[src/rtl/dvs_event_decoder.sv]
// Byte-stream parser for DVS sensor events arriving over UART.
// Decodes 5-byte packets into a FWFT event FIFO and recognises single-byte commands.
`timescale 1ns/1ps
module dvs_event_decoder #(
  parameter int unsigned SENSOR_RES          = 320,
  parameter int unsigned FIFO_DEPTH          = 8,
  parameter int unsigned BYTE_TIMEOUT_CYCLES = 12000
) (
  input  logic        clk,
  input  logic        rst_n,
  input  logic [7:0]  rx_data,
  input  logic        rx_valid,
  output logic        event_valid,
  input  logic        event_ready,
  output logic [8:0]  event_x,
  output logic [8:0]  event_y,
  output logic        event_polarity,
  output logic [15:0] event_ts,
  output logic        cmd_echo,
  output logic        cmd_status,
  output logic        cmd_config,
  output logic        cmd_soft_rst,
  output logic        fifo_full,
  output logic        fifo_empty,
  output logic [7:0]  drop_count,
  output logic [7:0]  err_count
);

  localparam int unsigned AW = $clog2(FIFO_DEPTH);
  localparam int unsigned TW = $clog2(BYTE_TIMEOUT_CYCLES + 1);

  typedef enum logic [2:0] {StXHi, StXLo, StYHi, StYLo, StPol} state_e;

  typedef struct packed {
    logic [8:0]  x;
    logic [8:0]  y;
    logic        pol;
    logic [15:0] ts;
  } event_t;

  state_e         state_q;
  logic [8:0]     x_q, y_q;
  logic [TW-1:0]  timer_q;
  logic [15:0]    ts_q;

  event_t         mem [FIFO_DEPTH];
  event_t         head;
  logic [AW-1:0]  rd_ptr_q, wr_ptr_q;
  logic [AW:0]    cnt_q;

  logic pkt_done, range_err, timeout, push, drop, pop, err_inc;

  always_comb begin
    pkt_done  = rx_valid && (state_q == StPol);
    range_err = ({23'd0, x_q} >= SENSOR_RES) || ({23'd0, y_q} >= SENSOR_RES);
    // A byte arriving in the expiry cycle takes priority over the timeout.
    timeout   = (state_q != StXHi) && !rx_valid && (timer_q == TW'(BYTE_TIMEOUT_CYCLES));
    push      = pkt_done && !range_err && !fifo_full;
    drop      = pkt_done && !range_err && fifo_full;
    err_inc   = (pkt_done && range_err) || timeout;
    pop       = event_valid && event_ready;
  end

  // Parser FSM, timestamp, inter-byte timer and registered command pulses.
  always_ff @(posedge clk or negedge rst_n) begin
    if (!rst_n) begin
      state_q      <= StXHi;
      x_q          <= '0;
      y_q          <= '0;
      timer_q      <= '0;
      ts_q         <= '0;
      cmd_echo     <= 1'b0;
      cmd_status   <= 1'b0;
      cmd_config   <= 1'b0;
      cmd_soft_rst <= 1'b0;
    end else begin
      ts_q         <= ts_q + 16'd1;
      cmd_echo     <= 1'b0;
      cmd_status   <= 1'b0;
      cmd_config   <= 1'b0;
      cmd_soft_rst <= 1'b0;
      if (rx_valid) begin
        timer_q <= '0;
        unique case (state_q)
          StXHi: begin
            if (rx_data >= 8'hFC) begin
              cmd_echo     <= (rx_data == 8'hFF);
              cmd_status   <= (rx_data == 8'hFE);
              cmd_config   <= (rx_data == 8'hFD);
              cmd_soft_rst <= (rx_data == 8'hFC);
            end else begin
              x_q[8]  <= rx_data[0];
              state_q <= StXLo;
            end
          end
          StXLo: begin
            x_q[7:0] <= rx_data;
            state_q  <= StYHi;
          end
          StYHi: begin
            y_q[8]  <= rx_data[0];
            state_q <= StYLo;
          end
          StYLo: begin
            y_q[7:0] <= rx_data;
            state_q  <= StPol;
          end
          default: state_q <= StXHi;
        endcase
      end else if (timeout) begin
        state_q <= StXHi;
        timer_q <= '0;
      end else if (state_q != StXHi) begin
        timer_q <= timer_q + 1'b1;
      end
    end
  end

  // Storage needs no reset: the head is masked while the FIFO is empty.
  always_ff @(posedge clk) begin
    if (push) mem[wr_ptr_q] <= '{x: x_q, y: y_q, pol: rx_data[0], ts: ts_q};
  end

  always_ff @(posedge clk or negedge rst_n) begin
    if (!rst_n) begin
      rd_ptr_q <= '0;
      wr_ptr_q <= '0;
      cnt_q    <= '0;
    end else begin
      if (push) wr_ptr_q <= wr_ptr_q + 1'b1;
      if (pop)  rd_ptr_q <= rd_ptr_q + 1'b1;
      if (push && !pop)      cnt_q <= cnt_q + 1'b1;
      else if (pop && !push) cnt_q <= cnt_q - 1'b1;
    end
  end

  always_ff @(posedge clk or negedge rst_n) begin
    if (!rst_n) begin
      drop_count <= '0;
      err_count  <= '0;
    end else begin
      if (drop && drop_count != 8'hFF)   drop_count <= drop_count + 8'd1;
      if (err_inc && err_count != 8'hFF) err_count  <= err_count + 8'd1;
    end
  end

  always_comb begin
    fifo_full      = (cnt_q == (AW+1)'(FIFO_DEPTH));
    fifo_empty     = (cnt_q == '0);
    event_valid    = !fifo_empty;
    head           = mem[rd_ptr_q];
    event_x        = fifo_empty ? 9'd0  : head.x;
    event_y        = fifo_empty ? 9'd0  : head.y;
    event_polarity = fifo_empty ? 1'b0  : head.pol;
    event_ts       = fifo_empty ? 16'd0 : head.ts;
  end

endmodule

[config.mk]
export PLATFORM = sky130hd
export DESIGN_NAME = dvs_event_decoder
export DESIGN_NICKNAME = d
export VERILOG_FILES = /design/src/rtl/dvs_event_decoder.sv
export SDC_FILE = /design/constraint.sdc
export NUM_CORES = 1
export LEC_CHECK = 0
export CAP_MARGIN = 30
export CORE_ASPECT_RATIO = 1.5
export CORE_MARGIN = 4
export CORE_UTILIZATION = 64
export DETAILED_ROUTE_END_ITERATION = 12
export GPL_ROUTABILITY_DRIVEN = 1
export PLACE_DENSITY = 0.84
export SYNTH_ARGS = -nofsm -noshare
export SYNTH_HDL_FRONTEND = slang
export SYNTH_SLANG_ARGS = --single-unit
export TNS_END_PERCENT = 10
[constraint.sdc]
create_clock -name clk -period 10.51 [get_ports clk]
set_input_delay 2.6275 -clock clk [delete_from_list [all_inputs] [get_ports clk]]
set_output_delay 2.6275 -clock clk [all_outputs]
set_load 0.1 [all_outputs]
==> run_results.csv <==
group,metric,value,unit
outcome,status,"finished clean",
pwr,p_per_area,291.5,nW/um^2
synthesis,syn-num-nets,788,
routing,ant_nets,0,
synthesis,synth_common_cells,"edfxtp_1 (280), dfrtp_1 (81), mux4_2 (70)",
clocking,cts.repair.resized,0,
sta,slew_headroom,31.35,%
synthesis,synth_edf_count,280,
clocking,clkLatencyLatePin,0.55,ns
critical_path,crit_path_start_kind,"register",
sta,setup_tns,0,ns
finish,final_area,16380,um^2
routing,drtIter0Drc,750,
grt,grt-ovfl-total,0,
synthesis,synth_top_area_share,58.85,%
critical_path,crit_arrival,3.83,ns
clocking,cts_max_level,1,
sta,drv_slew,0,
critical_path,crit_type,"reg -> out",
floorplanning,ioPinCount,70,
finish,final_cell_count_no_fill,1150,
grt,grt_usage,24.23,%
synthesis,synth_area_leaders,"edfxtp_1 (59%), dfrtp_1 (14%), mux4_2 (11%)",
floorplanning,die_w,130.0,um
routing,wl,28.39,mm
routing,vias,7254,
sta,worst_pin_slew,1.027,ns
grt,grt_max_degree,45,
clocking,clk_pin_slew,0.07,ns
floorplanning,row_count,66,
routing,firstDrtPassIters,5,
place,dp_cells,1094,
clocking,cts_buffers,30,
grt,grt_pass1_vias,7840,
place,dpl_cell_area,15380,um^2
sta,fmax,0.1547,GHz
synthesis,syn_area,14290,um^2
clocking,hold_buffers,0,
floorplanning,coreArea,21800,um^2
clocking,cts_tree,"done",
floorplanning,start_util,65.54,%
synthesis,yosysMostFrequentCell,"edfxtp_1",
synthesis,synth_ff_type,"edfxtp_1",
routing,drc,0,
critical_path,critPathRequiredTime,7.88,ns
synthesis,synth-seq-cells,361,
finish,syn2layout_area_growth,14.64,%
sta,post-route-period-util,61.49,%
synthesis,yosysTopAreaCell,"edfxtp_1",
critical_path,cp-end-kind,"output port",
synthesis,synth.avg_cell_area,18.68,um^2
sta,hold_viol_final,0,
critical_path,critPathMaxFanout,37,
min_path,hp-class,"reg -> reg",
clocking,ctsLongestPathBuffers,3,
grt,antenna_found_initial,0,
finish,nFillCells,1223,
routing,vias_per_cell,6.308,
synthesis,synth_warnings,0,
floorplanning,dieHeight,191.0,um
sta,fin_skew,0.01081,ns
grt,grt_pass1_wl,44.97,mm
sta,setup_viol,0,
routing,wire_per_inst,24.69,um
clocking,cts-root-buf,"clkbuf_16",
finish,n_antenna_cell,0,
finish,drive_above_1_share,20.84,%
pwr,peakVddDrop,0.0002189,V
synthesis,synth_cells,765,
finish,fin_nets,877,
place,gp_congestion,0.8305,
sta,rsz0062_at_grt,"no",
clocking,post-cts-setup-buffers,0,
synthesis,ys_types,49,
clocking,cts_sinks,361,
finish,fin_util,75.13,%
place,dp_hpwl,16.86,mm
synthesis,async_flop_share,22.44,%
pwr,leakagePower,5.816,nW
job,drv_cap,0,
floorplanning,die_area,24830,um^2
sta,fin_crit,6.462,ns
synthesis,seq_area_frac_synth,73.04,%
place,io_buffers,69,
[worst max-delay path: stages, from the launching register on]
cell and delay, ns:
dfrtp_4 0.65, buf_4 0.45, buf_16 0.33, mux4_2 0.55
mux2i_1 0.25, nor2_1 0.07, clkdlybuf4s50_1 0.97
[layout by cell type, fill, tap and decap left out, types with 3 or more instances in the layout]
master,Yosys,routed
inv_1,10,10
edfxtp_1,280,280
nand3_1,16,16
nor3_2,1,3
nand4_1,13,13
and3_1,10,10
a21oi_1,5,5
buf_4,1,16
clkbuf_1,13,3
clkdlybuf4s50_1,0,68
inv_6,0,3
nor2_1,64,58
mux2i_1,35,35
nor2_4,0,6
nor3_1,7,5
dfrtp_1,81,78
a21o_1,3,3
o21ai_0,7,7
clkinv_2,0,8
ha_1,10,10
clkinvlp_4,0,5
clkbuf_16,0,31
mux4_2,70,70
mux2_2,22,22
nand2b_1,4,4
nand2_1,25,25
xor2_1,13,13
and4_1,3,3
xnor2_1,32,32
[per-layer routing]
metal	vias up	share of wire, %	wire length (um)	global-route usage [%]
li1	3158	-	-	-
met1	3767	36	10190	31.12
met2	277	56	15890	43.84
met3	52	5.6	1596	2.991
met4	0	2.5	717	6.360
met5	-	0	0	0
[registers in the layout, indices dropped and copies added (netlist names)]
signal        flops
rd_ptr_q          3
state_q           3
err_count         8
drop_count        8
cnt_q             4
ts_q             16
mem             280
y_q               9
timer_q          14
x_q               9
cmd_status        1
cmd_echo          1
cmd_soft_rst      1
wr_ptr_q          3
cmd_config        1
[cell type report]
type / count / area [um^2] / share of cell area (%)
multi-input combinational: 365 / 3732 / 22.79
clock inverter: 20 / 181.4 / 1.108
tap: 272 / 340.3 / 2.078
inverter: 11 / 41.29 / 0.2521
sequential: 361 / 10440 / 63.75
timing repair buffer: 85 / 828.3 / 5.057
clock buffer: 36 / 814.5 / 4.973
[report_power, final]
part           internal [mW]  switching [mW]
logic                  0.560            1.23
registers               1.69           0.193
clock network          0.609           0.497
total                   2.86            1.92
[metrics by stage]
| stage | power [mW] | setup slack (ns) | hold slack (ns) |
|---|---|---|---|
| after detailed placement | 3.702 | 4.556 | 0.4722 |
| after floorplan | 3.272 | 3.760 | 0.4479 |
| after CTS | 4.811 | 3.945 | 0.4901 |
| final | 4.775 | 4.048 | 0.4913 |
| after global placement | 3.634 | 4.374 | 0.4658 |
| after global routing | 4.964 | 3.818 | 0.5204 |
[worst paths after layout]
kind	startpoint	cells after the start	slack, ns	end
max	rd_ptr_q[0]$_DFFE_PN0P_	6	4.05	event_y[7]
min	cnt_q[3]$_DFFE_PN0P_	1	0.49	cnt_q[3]$_DFFE_PN0P_
max reg2reg	y_q[7]$_DFFE_PN0P_	6	7.36	mem[7][20]$_DFFE_PP_
min reg2reg	cnt_q[3]$_DFFE_PN0P_	1	0.49	cnt_q[3]$_DFFE_PN0P_
max in group asynchronous	rst_n	2	7.40	rd_ptr_q[0]$_DFFE_PN0P_
min in group asynchronous	rst_n	1	2.05	timer_q[5]$_DFFE_PN0P_
[cell families after synthesis]
kind of cell | share of synthesized area [%]
buffers and inverters | 1.226
XOR/XNOR | 2.759
AO/OA/AOI/OAI | 0.9633
multiplexers | 15.38
adder cells (fa/ha/maj) | 1.016
flip-flops | 73.04
AND/OR/NAND/NOR | 5.622
No activity file was read; power rests on OpenSTA's default activity.
